## config.mk

```make
export PLATFORM = sky130hd
export DESIGN_NAME = rr_arbiter_8
export DESIGN_NICKNAME = d
export VERILOG_FILES = /design/src/rtl/rr_arbiter_8.sv
export SDC_FILE = /design/constraint.sdc
export NUM_CORES = 1
export LEC_CHECK = 0
export CAP_MARGIN = 20
export CELL_PAD_IN_SITES_DETAIL_PLACEMENT = 1
export CELL_PAD_IN_SITES_GLOBAL_PLACEMENT = 2
export CORE_MARGIN = 2
export CORE_UTILIZATION = 35
export DETAILED_ROUTE_END_ITERATION = 16
export HOLD_SLACK_MARGIN = 0.05
export PLACE_DENSITY_LB_ADDON = 0.05
export RECOVER_POWER = 25
export SYNTH_ARGS = -nofsm -noshare
export SYNTH_HDL_FRONTEND = slang
export SYNTH_SLANG_ARGS = --single-unit
```

## constraint.sdc

```tcl
create_clock -name clk -period 5.2 [get_ports clk]
set_input_delay 1.04 -clock clk [delete_from_list [all_inputs] [get_ports clk]]
set_output_delay 1.04 -clock clk [all_outputs]
set_load 0.01 [all_outputs]
```

## src/rtl/rr_arbiter_8.sv

```systemverilog
// Eight-requester round-robin arbiter with grant hold, hold-timeout and a one-cycle release bubble.
// grant is always zero or one-hot; grant_idx is its binary encoding.
module rr_arbiter_8 #(
    parameter int unsigned MAX_HOLD = 16
) (
    input  logic       clk,
    input  logic       rst,
    input  logic [7:0] req,
    input  logic       done,
    output logic [7:0] grant,
    output logic       grant_valid,
    output logic [2:0] grant_idx,
    output logic       timeout
);

    localparam int unsigned N     = 8;
    localparam int unsigned IDX_W = 3;
    localparam int unsigned CNT_W = 8;
    localparam logic [CNT_W-1:0] HOLD_LIMIT = CNT_W'(MAX_HOLD);

    typedef enum logic [1:0] {
        IDLE    = 2'd0,
        BUSY    = 2'd1,
        RELEASE = 2'd2
    } state_t;

    state_t             state, state_nxt;
    logic [IDX_W-1:0]   ptr, ptr_nxt;
    logic [CNT_W-1:0]   hold_cnt, hold_nxt;
    logic [N-1:0]       grant_nxt;
    logic               grant_valid_nxt;
    logic [IDX_W-1:0]   grant_idx_nxt;
    logic               timeout_nxt;
    logic [IDX_W-1:0]   winner;
    logic               winner_found;

    // First set request scanning upward from ptr with wrap-around.
    always_comb begin
        winner       = '0;
        winner_found = 1'b0;
        for (int i = 0; i < N; i++) begin
            if (!winner_found && req[ptr + IDX_W'(i)]) begin
                winner       = ptr + IDX_W'(i);
                winner_found = 1'b1;
            end
        end
    end

    // Next-state and next-output logic; every output is registered below.
    always_comb begin
        state_nxt       = state;
        ptr_nxt         = ptr;
        hold_nxt        = hold_cnt;
        grant_nxt       = grant;
        grant_valid_nxt = grant_valid;
        grant_idx_nxt   = grant_idx;
        timeout_nxt     = 1'b0;

        case (state)
            IDLE: begin
                if (winner_found) begin
                    grant_nxt       = N'(1) << winner;
                    grant_valid_nxt = 1'b1;
                    grant_idx_nxt   = winner;
                    hold_nxt        = CNT_W'(1);
                    state_nxt       = BUSY;
                end
            end
            BUSY: begin
                hold_nxt = hold_cnt + CNT_W'(1);
                // done wins over a coincident timeout, so no pulse in that case
                if (done || (hold_cnt == HOLD_LIMIT)) begin
                    timeout_nxt     = !done;
                    ptr_nxt         = grant_idx + IDX_W'(1);
                    grant_nxt       = '0;
                    grant_valid_nxt = 1'b0;
                    grant_idx_nxt   = '0;
                    hold_nxt        = '0;
                    state_nxt       = RELEASE;
                end
            end
            RELEASE: begin
                state_nxt = IDLE;
            end
            default: begin
                grant_nxt       = '0;
                grant_valid_nxt = 1'b0;
                grant_idx_nxt   = '0;
                hold_nxt        = '0;
                state_nxt       = IDLE;
            end
        endcase
    end

    always_ff @(posedge clk) begin
        if (rst) begin
            state       <= IDLE;
            ptr         <= '0;
            hold_cnt    <= '0;
            grant       <= '0;
            grant_valid <= 1'b0;
            grant_idx   <= '0;
            timeout     <= 1'b0;
        end else begin
            state       <= state_nxt;
            ptr         <= ptr_nxt;
            hold_cnt    <= hold_nxt;
            grant       <= grant_nxt;
            grant_valid <= grant_valid_nxt;
            grant_idx   <= grant_idx_nxt;
            timeout     <= timeout_nxt;
        end
    end

endmodule

```

==> flow_metrics.env <==
export IMPL_core_area_um2=5440
export IMPL_post_synth_top_area_fraction_pct=26.7
export IMPL_top_layer="met4"
export IMPL_htree_levels=1
export IMPL_rows=27
export IMPL_cts_tree="done"
export IMPL_die_w_um=78.6
export IMPL_final_common_cell="dfxtp_1"
export IMPL_area_growth_pct=18.2
export IMPL_end_kind="flip-flop"
export IMPL_slew_headroom_pct=45.7
export IMPL_die_area_um2=6180
export IMPL_max_clock_path_buffers=2
export IMPL_ir_worst_vdd_uv=108
export IMPL_ios=24
export IMPL_crit_path_start="ptr[1]"
export IMPL_insertion_delay_ps=270
export IMPL_rsz0062_at_grt="no"
export IMPL_cts_resized=0
export IMPL_powerDensity_nw_per_um2=246
export IMPL_synthTopCellsByArea="dfxtp_1 (27%), mux4_2 (13%), mux2i_1 (5.1%)"
export IMPL_cts_hold_buf=0
export IMPL_finClkSkew_ps=2.93
export IMPL_cap_viol_max_count=0
export IMPL_dominantRegCellSynth="dfxtp_1"
export IMPL_dr_wl_met2_mm=2.69
export IMPL_critPathSlowestCell="mux4_2"
export IMPL_status="complete, no violations"
export IMPL_yosysUniqueCellTypes=54
export IMPL_drtPass1Iterations=4
export IMPL_numCtsBuffers=3
export IMPL_drc=0
export IMPL_rr_worst_depth=11
export IMPL_fp_dieH_um=78.6
export IMPL_initial_core_util_pct=35.8
export IMPL_place_hpwl_mm=4.03
export IMPL_finalCritPeriodShare_pct=78.7
export IMPL_via_count=1737
export IMPL_grt_pass1_wl_mm=9.01
export IMPL_syn_num_nets=222
export IMPL_ys_seq_area_share_pct=26.7
export IMPL_drtAntennaViolNets=0
export IMPL_drtIter0Drc=109
export IMPL_clock_sinks=26
export IMPL_wl_met3_um=126
export IMPL_portBuffers=23
export IMPL_place_congestion=0.846
export IMPL_fmax_ghz=0.244
export IMPL_grt_max_degree=23
export IMPL_start_kind="flip-flop"
export IMPL_ys_async_sr_fraction_pct=0
export IMPL_insertedDiodeCount=0
export IMPL_drv_slew=0
export IMPL_routed_wl_mm=5.19
export IMPL_ys_ff_latch=26
export IMPL_reg2reg_from="ptr[1]"
export IMPL_syn_avg_cell_area_um2=9.46
export IMPL_drive_gt1_share_pct=12.7
export IMPL_arrival_ps=4260
export IMPL_fin_crit_ps=4090
export IMPL_hold_class="reg -> reg"
export IMPL_grt_ovfl_total=0
export IMPL_met1Wirelength_mm=2.30
export IMPL_crit_type="reg -> reg"
export IMPL_cp_data_required_time_ps=5370
export IMPL_synth_largest_area_cell="dfxtp_1"
export IMPL_syn_inst=206
export IMPL_mostFrequentLayoutCells="dfxtp_1 (26), nor2_1 (24), clkdlybuf4s50_1 (15), inv_1 (12), nand2_1 (12)"
export IMPL_hold_viol_final=0
export IMPL_leakagePower_nw=0.831
export IMPL_setup_viol=0
export IMPL_holdWs_ps=450
export IMPL_rr_endpoint="grant[3]"
export IMPL_groute_usage_overall_pct=17.9
export IMPL_ff2ff_setup_slack_ps=1110
export IMPL_tns_ps=0
export IMPL_cts_setup_buffers=0
export IMPL_synth_edf_count=0
export IMPL_path_max_fanout=22
export IMPL_yosysWarnings=0
export IMPL_fillCellCount=631
export IMPL_avgRoutedWirePerCell_um=17.3
export IMPL_syn_area_um2=1950
export IMPL_root_buffer="clkbuf_8"
export IMPL_endpoint="grant[3]"
export IMPL_worstMarginPinSlew_ps=814
export IMPL_detail_route_vias_per_cell=5.79
export IMPL_slowest_delay_ps=620
export IMPL_antenna_found_initial=0
export IMPL_path_cells="buf_4 > inv_1 > ha_1 > mux4_2 > mux2_4 > or3b_4 > nor4_4 > nand4_1 > o211a_1 > a31o_1 > a32o_1"
export IMPL_grt_pass1_vias=1780
export IMPL_nets=245
export IMPL_cts_clk_slew_worst_paths_ps=90
==> per-stage QoR <==
stage	instances	worst slack, ps	instance area [um2]	utilization (%)	power (W)
global placement	296	989	2250	41.3	0.000439
global route	300	811	2300	42.4	0.000607
CTS	300	1100	2300	42.4	0.000576
floorplan	206	1230	1950	-	0.000374
detailed placement	296	894	2250	41.3	0.000444
finish	300	1110	2300	42.4	0.000567
==> where the power goes <==
group | switching, W | leakage [nW] | total [W] | internal, W
clock | 0.0000614 | 0.0288 | 0.000129 | 0.0000677
combinational | 0.000117 | 0.590 | 0.000216 | 0.0000982
sequential | 0.0000122 | 0.212 | 0.000223 | 0.000211
==> per-layer routing <==
layer	track usage, %	vias up
li1	-	829
met1	23.1	875
met2	31.6	26
met3	1.61	7
met4	5.26	0
met5	0	-
==> critical path: cells and delay by family, from the launching register on <==
kind	cells	cell delay, ps
flops	1	320
fa+ha+maj	1	550
mux	2	950
compound gates	3	710
simple gates	3	950
buf+inv	2	500
==> how the worst min path moves through the flow <==
| stage | from | end | cells after the start |
|---|---|---|---|
| 5_1_grt | grant_valid | grant_valid | 2 |
| 4_1_cts | grant_valid | grant_valid | 2 |
| 3_3_place_gp | grant_valid | grant_valid | 2 |
| 3_5_place_dp | grant_valid | grant_valid | 2 |
| 2_1_floorplan | grant_valid | grant_valid | 2 |
| 6_report | grant_valid | grant_valid | 2 |
==> final cells by class <==
type	count	area, um2	share of cell area (%)
clock buffer	4	55.1	2.39
sequential	26	520	22.6
timing repair buffer	27	260	11.3
inverter	13	48.8	2.12
multi-input combinational	158	1330	57.7
tap	72	90.1	3.91
==> synth_stat cells (6+ instances only) <==
master,n
a32o_1,9
mux4_2,11
mux2i_1,10
dfxtp_1,26
xor2_1,6
nand2_1,12
nor2_1,24
inv_1,12
o21ai_0,7
==> cells by family (layout without fill, tap and decap cells) <==
kind of cell               Yosys count  count (layout)  share of synthesized area, %
xor gates and xnor gates            11              11                          4.94
adders and majority gates            5               5                          3.21
and+or+nand+nor                     67              67                          17.8
DFF                                 26              26                          26.7
AOI/OAI and AO/OA                   46              46                          18.0
muxes                               29              29                          24.2
buffers and inverters               22              44                          5.13
==> flip-flops by register name (all words and copies together), names as in the netlist <==
name and cells:
hold_cnt 8, state 2, timeout 1, grant_valid 1
grant_idx 3, grant 8, ptr 3
(Power assumes the default switching activity.)
